--- src/rtl/sdram_port_arb.sv ---
// -----------------------------------------------------------------------------
// sdram_port_arb
//
// Shares one burst-oriented SDRAM command interface between two burst masters.
// A port is granted for an entire burst. When both ports want the bus, the
// port that did not win last time gets it (round-robin). Each read grant pushes
// a {port, size} tag into a small in-order FIFO. Returning read beats are then
// steered to the port named by the head tag.
//
// Ports:
//   clk, rst_n              clock, asynchronous active-low reset
//   pN_address              burst start address (held by the master for the burst)
//   pN_writedata            write beat data
//   pN_read / pN_write      burst requests (write wins if both are set)
//   pN_burst_size           beats in burst (0 is treated as 1)
//   pN_byte_enable          byte enables
//   pN_rdy                  beat accepted this cycle (granted port only)
//   pN_readdata             returned read data (broadcast)
//   pN_readdatavalid        returned read beat belongs to port N
//   m_*                     command/data bus towards the SDRAM interface core
//   m_readdata/_valid       read return from the SDRAM interface core
//   m_rdy                   core accepts the current beat
//   err_orphan              sticky: read data returned with no read outstanding
// -----------------------------------------------------------------------------
module sdram_port_arb #(
  parameter int ADDR_W    = 24,
  parameter int DATA_W    = 16,
  parameter int BURST_W   = 9,
  parameter int TAG_DEPTH = 4
) (
  input  logic               clk,
  input  logic               rst_n,
  // port 0
  input  logic [ADDR_W-1:0]  p0_address,
  input  logic [DATA_W-1:0]  p0_writedata,
  input  logic               p0_read,
  input  logic               p0_write,
  input  logic [BURST_W-1:0] p0_burst_size,
  input  logic [1:0]         p0_byte_enable,
  output logic               p0_rdy,
  output logic [DATA_W-1:0]  p0_readdata,
  output logic               p0_readdatavalid,
  // port 1
  input  logic [ADDR_W-1:0]  p1_address,
  input  logic [DATA_W-1:0]  p1_writedata,
  input  logic               p1_read,
  input  logic               p1_write,
  input  logic [BURST_W-1:0] p1_burst_size,
  input  logic [1:0]         p1_byte_enable,
  output logic               p1_rdy,
  output logic [DATA_W-1:0]  p1_readdata,
  output logic               p1_readdatavalid,
  // SDRAM interface side
  output logic [ADDR_W-1:0]  m_address,
  output logic [DATA_W-1:0]  m_writedata,
  output logic               m_read,
  output logic               m_write,
  output logic [BURST_W-1:0] m_burst_size,
  output logic [1:0]         m_byte_enable,
  input  logic [DATA_W-1:0]  m_readdata,
  input  logic               m_readdatavalid,
  input  logic               m_rdy,
  output logic               err_orphan
);

  localparam int TAG_AW = $clog2(TAG_DEPTH);
  localparam logic [BURST_W-1:0] BURST_ONE    = BURST_W'(1);
  localparam logic [TAG_AW-1:0]  TAG_PTR_ONE  = TAG_AW'(1);
  localparam logic [TAG_AW:0]    TAG_CNT_ONE  = (TAG_AW+1)'(1);
  localparam logic [TAG_AW:0]    TAG_CNT_FULL = (TAG_AW+1)'(TAG_DEPTH);

  typedef enum logic [1:0] {
    S_IDLE = 2'd0,
    S_XFER = 2'd1,
    S_DONE = 2'd2
  } state_t;

  // ---------------------------------------------------------------------------
  // Per-port inputs gathered into arrays so the granted port can be indexed
  // ---------------------------------------------------------------------------
  logic [ADDR_W-1:0]  w_addr_in  [2];
  logic [DATA_W-1:0]  w_wdata_in [2];
  logic [BURST_W-1:0] w_size_in  [2];
  logic [1:0]         w_be_in    [2];
  logic [1:0]         w_rd_in;
  logic [1:0]         w_wr_in;

  assign w_addr_in[0]  = p0_address;
  assign w_addr_in[1]  = p1_address;
  assign w_wdata_in[0] = p0_writedata;
  assign w_wdata_in[1] = p1_writedata;
  assign w_size_in[0]  = p0_burst_size;
  assign w_size_in[1]  = p1_burst_size;
  assign w_be_in[0]    = p0_byte_enable;
  assign w_be_in[1]    = p1_byte_enable;
  assign w_rd_in       = {p1_read,  p0_read};
  assign w_wr_in       = {p1_write, p0_write};

  // ---------------------------------------------------------------------------
  // State and datapath registers
  // ---------------------------------------------------------------------------
  state_t             r_state;
  state_t             w_state_next;
  logic               r_gnt;
  logic               r_is_wr;
  logic [BURST_W-1:0] r_size;
  logic [BURST_W-1:0] r_cnt;
  logic               r_last_grant;

  // Tag FIFO
  logic               r_tag_port [TAG_DEPTH];
  logic [BURST_W-1:0] r_tag_size [TAG_DEPTH];
  logic [TAG_AW-1:0]  r_wr_ptr;
  logic [TAG_AW-1:0]  r_rd_ptr;
  logic [TAG_AW:0]    r_tag_count;
  logic [BURST_W-1:0] r_ret_cnt;
  logic               r_err_orphan;

  logic               w_tag_empty;
  logic               w_tag_full;
  logic               w_head_port;
  logic [BURST_W-1:0] w_head_size;
  logic               w_ret_beat;
  logic               w_pop;
  logic               w_push;

  // Grant decision
  logic [1:0]         w_req;
  logic               w_gnt_valid;
  logic               w_gnt_port;
  logic               w_gnt_wr;
  logic [BURST_W-1:0] w_gnt_size;
  logic               w_last_beat;

  logic [1:0]         w_rdy;
  logic [1:0]         w_rvalid;

  assign w_tag_empty = (r_tag_count == '0);
  assign w_tag_full  = (r_tag_count == TAG_CNT_FULL);
  assign w_head_port = r_tag_port[r_rd_ptr];
  assign w_head_size = r_tag_size[r_rd_ptr];

  // ---------------------------------------------------------------------------
  // Per-port request qualification and handshake decode.
  // A read only counts as a request while a tag slot is free, so a full FIFO
  // stalls reads without blocking writes.
  // ---------------------------------------------------------------------------
  genvar gi;
  generate
    for (gi = 0; gi < 2; gi++) begin : g_port
      assign w_req[gi]    = w_wr_in[gi] | (w_rd_in[gi] & ~w_tag_full);
      assign w_rdy[gi]    = (r_state == S_XFER) && (r_gnt == 1'(gi)) && m_rdy;
      assign w_rvalid[gi] = w_ret_beat && (w_head_port == 1'(gi));
    end
  endgenerate

  assign p0_rdy           = w_rdy[0];
  assign p1_rdy           = w_rdy[1];
  assign p0_readdatavalid = w_rvalid[0];
  assign p1_readdatavalid = w_rvalid[1];
  assign p0_readdata      = m_readdata;
  assign p1_readdata      = m_readdata;
  assign err_orphan       = r_err_orphan;

  // Round-robin: on contention, the port that was not granted last wins
  always_comb begin
    w_gnt_port = 1'b0;
    if (w_req[0] && w_req[1]) begin
      w_gnt_port = ~r_last_grant;
    end else if (w_req[1]) begin
      w_gnt_port = 1'b1;
    end
  end

  assign w_gnt_valid = |w_req;
  // A port raising both read and write is serviced as a write
  assign w_gnt_wr    = w_wr_in[w_gnt_port];
  assign w_gnt_size  = (w_size_in[w_gnt_port] == '0) ? BURST_ONE : w_size_in[w_gnt_port];
  assign w_push      = (r_state == S_IDLE) && w_gnt_valid && !w_gnt_wr;
  assign w_last_beat = (r_state == S_XFER) && m_rdy && (r_cnt == r_size - BURST_ONE);

  // ---------------------------------------------------------------------------
  // FSM: state register
  // ---------------------------------------------------------------------------
  always_ff @(posedge clk or negedge rst_n) begin
    if (!rst_n) begin
      r_state <= S_IDLE;
    end else begin
      r_state <= w_state_next;
    end
  end

  // FSM: next-state logic
  always_comb begin
    w_state_next = r_state;
    case (r_state)
      S_IDLE: if (w_gnt_valid) w_state_next = S_XFER;
      S_XFER: if (w_last_beat) w_state_next = S_DONE;
      S_DONE: w_state_next = S_IDLE;
      default: w_state_next = S_IDLE;
    endcase
  end

  // FSM: output decode. Only the granted port's address/data reach the bus,
  // and everything is forced to zero outside a transfer.
  always_comb begin
    m_address     = '0;
    m_writedata   = '0;
    m_read        = 1'b0;
    m_write       = 1'b0;
    m_burst_size  = '0;
    m_byte_enable = '0;
    if (r_state == S_XFER) begin
      m_write       = r_is_wr;
      m_read        = ~r_is_wr;
      m_address     = w_addr_in[r_gnt];
      m_writedata   = w_wdata_in[r_gnt];
      m_byte_enable = w_be_in[r_gnt];
      m_burst_size  = r_size;
    end
  end

  // ---------------------------------------------------------------------------
  // Burst bookkeeping: latched grant, command type, size and beat counter.
  // last_grant only moves at the end of a burst, so round-robin fairness is
  // per burst rather than per beat.
  // ---------------------------------------------------------------------------
  always_ff @(posedge clk or negedge rst_n) begin
    if (!rst_n) begin
      r_gnt        <= 1'b0;
      r_is_wr      <= 1'b0;
      r_size       <= '0;
      r_cnt        <= '0;
      r_last_grant <= 1'b1;
    end else begin
      if ((r_state == S_IDLE) && w_gnt_valid) begin
        r_gnt   <= w_gnt_port;
        r_is_wr <= w_gnt_wr;
        r_size  <= w_gnt_size;
        r_cnt   <= '0;
      end else if ((r_state == S_XFER) && m_rdy) begin
        if (w_last_beat) begin
          r_cnt        <= '0;
          r_last_grant <= r_gnt;
        end else begin
          r_cnt <= r_cnt + BURST_ONE;
        end
      end
    end
  end

  // ---------------------------------------------------------------------------
  // Tag FIFO storage (payload needs no reset; validity is tracked by count)
  // ---------------------------------------------------------------------------
  always_ff @(posedge clk) begin
    if (w_push) begin
      r_tag_port[r_wr_ptr] <= w_gnt_port;
      r_tag_size[r_wr_ptr] <= w_gnt_size;
    end
  end

  // Return path: beats are only honoured while a tag is outstanding; the head
  // tag retires once its full burst has come back.
  assign w_ret_beat = m_readdatavalid && !w_tag_empty;
  assign w_pop      = w_ret_beat && (r_ret_cnt == w_head_size - BURST_ONE);

  always_ff @(posedge clk or negedge rst_n) begin
    if (!rst_n) begin
      r_wr_ptr     <= '0;
      r_rd_ptr     <= '0;
      r_tag_count  <= '0;
      r_ret_cnt    <= '0;
      r_err_orphan <= 1'b0;
    end else begin
      if (w_push) begin
        r_wr_ptr <= r_wr_ptr + TAG_PTR_ONE;
      end
      if (w_pop) begin
        r_rd_ptr <= r_rd_ptr + TAG_PTR_ONE;
      end
      case ({w_push, w_pop})
        2'b10:   r_tag_count <= r_tag_count + TAG_CNT_ONE;
        2'b01:   r_tag_count <= r_tag_count - TAG_CNT_ONE;
        default: r_tag_count <= r_tag_count;
      endcase
      if (w_ret_beat) begin
        r_ret_cnt <= w_pop ? '0 : (r_ret_cnt + BURST_ONE);
      end
      if (m_readdatavalid && w_tag_empty) begin
        r_err_orphan <= 1'b1;
      end
    end
  end

endmodule

--- config.mk ---
export PLATFORM = sky130hd
export DESIGN_NAME = sdram_port_arb
export DESIGN_NICKNAME = d
export VERILOG_FILES = /design/src/rtl/sdram_port_arb.sv
export SDC_FILE = /design/constraint.sdc
export NUM_CORES = 1
export LEC_CHECK = 0
export CAP_MARGIN = 15
export CORE_MARGIN = 2
export CORE_UTILIZATION = 44
export CTS_CLUSTER_DIAMETER = 100
export CTS_CLUSTER_SIZE = 12
export DETAILED_ROUTE_END_ITERATION = 7
export HOLD_SLACK_MARGIN = 0.06
export PLACE_DENSITY = 0.82
export SLEW_MARGIN = 40
export SYNTH_ARGS = -nofsm -noshare
export SYNTH_HDL_FRONTEND = slang
export SYNTH_SLANG_ARGS = --single-unit
--- constraint.sdc ---
create_clock -name clk -period 4 [get_ports clk]
set_input_delay 1.2 -clock clk [delete_from_list [all_inputs] [get_ports clk]]
set_output_delay 1.2 -clock clk [all_outputs]
set_load 0.02 [all_outputs]
==> results.cfg, run 1 <==
[detailed_routing]
drc = 0
met3_length_mm = 1.283
routed-wl-met2_mm = 7.854
vias_per_cell = 5.548
routedWlPerCell_um = 18.65
dr.pass1.iters = 5
ant_nets = 0
vias = 4422
drtIter0Drc = 305
wl_met1_mm = 5.394
wirelength_mm = 14.86
highest_layer = met4

[timing]
skew_ns = 0.007458
whs_ns = 0.4523
finalHoldViolCount = 0
worst_slack_ns = 0.2167
rsz0062_at_grt = no
slew_violations = 0
max_slew_margin_pct = 44.46
finalCritPeriodShare_pct = 94.58
setup_violations = 0
finalSetupTns_ns = 0
worst_slew_pin_slew_ns = 0.8323
period_minus_slack_ns = 3.783
clock.fmax_mhz = 264.3

[floorplanning]
die_h_um = 112.9
die_area_mm2 = 0.01274
io_pins = 216
die_width_um = 112.9
core_area_mm2 = 0.01147
rows = 39
initial_core_util_pct = 45.47

[power]
leakage_nw = 2.870
ir_worst_vdd_mv = 0.4129
p_per_area_mw_per_mm2 = 530.5

[synthesis]
ys_ff_latch = 80
yosysUniqueCellTypes = 60
avgSynthCellArea_um2 = 10.20
async_reset_ff_share_pct = 50.00
synth.yosys.seq_area_share_pct = 42.26
yosys_most_used_dff = edfxtp_1
ys.warnings.count = 0
syn_inst = 511
synth_area_mm2 = 0.005214
synth-edff-count = 40
syn_nets = 647

[setup_path]
cp_common_cell = clkdlybuf4s50_1
worstPathArrival_ns = 2.58
crit_chain = clkdlybuf4s50_1 -> mux2i_1 -> nor2_1 -> clkdlybuf4s50_1
end_kind = primary output
cp_data_required_time_ns = 2.80
critical_path.slowest_cell = clkdlybuf4s50_1
critPathMaxStageDelay_ns = 0.57
worstSetupStartpointType = input port
path_max_fanout = 1
critPathKind = in2out

[cells_and_area]
layout.nets = 785
antenna_cells = 0
drive_above_1_share_pct = 11.62
final_util_pct = 62.12
syn2layout_area_growth_pct = 36.62

[grt]
grt_pass1_vias = 4570
antenna_found_initial = 0
grt_pass1_wl_mm = 23.60
grt_max_degree = 49
gr-total-overflow = 0
grt_use_total_pct = 23.46

[worst_hold_path]
hp-class = reg2reg

[placement]
port_buffers = 167
place_hpwl_mm = 11.39
gp_congestion = 0.9608
pre_cts_ws_ns = 0.2123

[clock_network]
clk_path_buf_depth = 2
cts_inserted_buffers = 9
clockRootBuffer = clkbuf_16
post_cts_buffers = 0
cts_tree = built
htreeDepth = 3
clk_latency_ns = 0.34
clk_pin_slew_worst_paths_ns = 0.06
cts.sinks = 80

[run_status]
status = completed

[run]
cap_violations = 0
[per-stage QoR]
stage                     cells  total power [W]  instance area (µm²)
after floorplan             511         0.002267                 5214
after global placement      781         0.002956                 6828
after detailed placement    781         0.002990                 6830
after CTS                   797         0.003780                 7111
after global routing        797         0.003973                 7123
final                       797         0.003779                 7123
[critical path: cells and delay by family]
kind | cells | cell delay [ns]
buffers and inverters | 2 | 0.97
muxes | 1 | 0.33
and+or+nand+nor | 1 | 0.08
[cell type report]
class	count	area, µm²
tap	143	178.9
clock buffer	9	225.2
fill	868	4344
sequential	80	2206
clock inverter	7	55.05
timing repair buffer	183	1802
inverter	20	75.07
multi-input combinational	355	2581
[cell families (layout without fill, tap and decap cells)]
group | Yosys count | after routing | synth area share, %
fa+ha+maj | 10 | 10 | 2.544
compound gates | 52 | 52 | 6.456
xor+xnor | 30 | 30 | 5.184
flops | 80 | 80 | 42.26
buf+inv | 76 | 219 | 8.447
mux | 72 | 72 | 16.80
simple gates | 191 | 191 | 18.31
[worst paths after layout]
check	startpoint	to	slack (ns)	cells past startpoint
max in group asynchronous	rst_n	r_gnt	2.77	1
min in group asynchronous	rst_n	r_ret_cnt[3]	0.84	1
setup reg to reg	r_rd_ptr[0]	r_tag_count[2]	0.36	13
setup / recovery	p1_writedata[1]	m_writedata[1]	0.22	4
hold / removal	err_orphan	err_orphan	0.45	1
hold reg to reg	err_orphan	err_orphan	0.45	1
[metal layers]
layer | vias up | track usage, %
li1 | 2051 | -
met1 | 2134 | 25.72
met2 | 202 | 42.79
met3 | 35 | 8.356
met4 | 0 | 6.585
met5 | - | 0
[power breakdown]
group | switching (W) | total, W | internal, W
Sequential | 0.000215 | 0.00122 | 0.00100
Combinational | 0.000895 | 0.00178 | 0.000883
Clock | 0.000354 | 0.000782 | 0.000428
[synth_stat cells, drive strengths merged, types with 4 or more instances]
cell    number  area [µm²]
nor2        69       259.0
mux2i       44       440.4
edfxtp      40        1201
buf         39       281.5
dfrtp       39       975.9
nand2       27       101.4
inv         20       75.07
mux2        18       202.7
nor3        18       90.09
clkbuf      17       83.83
o21ai       16       80.07
xor2        16       147.7
nand3       14       70.07
xnor2       14       122.6
and2        12       75.07
a21oi       10       50.05
mux4        10       232.7
and3         9       56.30
ha           9       112.6
nand4        6       37.54
nor4         6       37.54
or2          5       31.28
a21o         4       31.28
nor3b        4       30.03
[cell usage in the layout, fill, tap and decap left out, types with 3 or more instances in the layout]
master / instances
a21boi_0: 3
a21o_1: 3
a21oi_1: 10
and2_1: 12
and3_1: 9
buf_4: 16
clkbuf_16: 9
clkdlybuf4s50_1: 166
dfrtp_1: 37
edfxtp_1: 40
ha_1: 9
inv_1: 20
mux2_2: 18
mux2i_1: 44
mux4_2: 8
nand2_1: 27
nand2b_1: 3
nand3_1: 14
nand4_1: 6
nand4b_1: 3
nor2_1: 69
nor2b_1: 3
nor3_1: 17
nor3b_1: 4
nor4_1: 6
o211ai_1: 3
o21ai_0: 15
o31ai_1: 3
or2_2: 5
xnor2_1: 14
xor2_1: 15
[flip-flops by register name, indices dropped and copies added, names as in the netlist]
name	count
r_tag_port	4
r_ret_cnt	9
err_orphan	1
r_wr_ptr	2
r_is_wr	1
r_rd_ptr	2
r_gnt	1
r_tag_count	3
r_size	9
r_cnt	9
r_last_grant	1
r_tag_size	36
r_state	2
[timing repair]
| item | CTS | global route |
|---|---|---|
| endpoints found under the hold margin | 0 | 0 |
| hold buffers | 0 | 0 |
| endpoints found under the setup margin | 0 | 1 |
| gates resized for setup | 0 | 3 |
Power figures use the tool's default switching activity.
==> inputs of run 2 (changes only) <==
Settings changed: CTS_CLUSTER_DIAMETER 100 to default.
==> results of run 2 <==
Same layout as run 1: the final DEF is identical, and so are final timing and power.
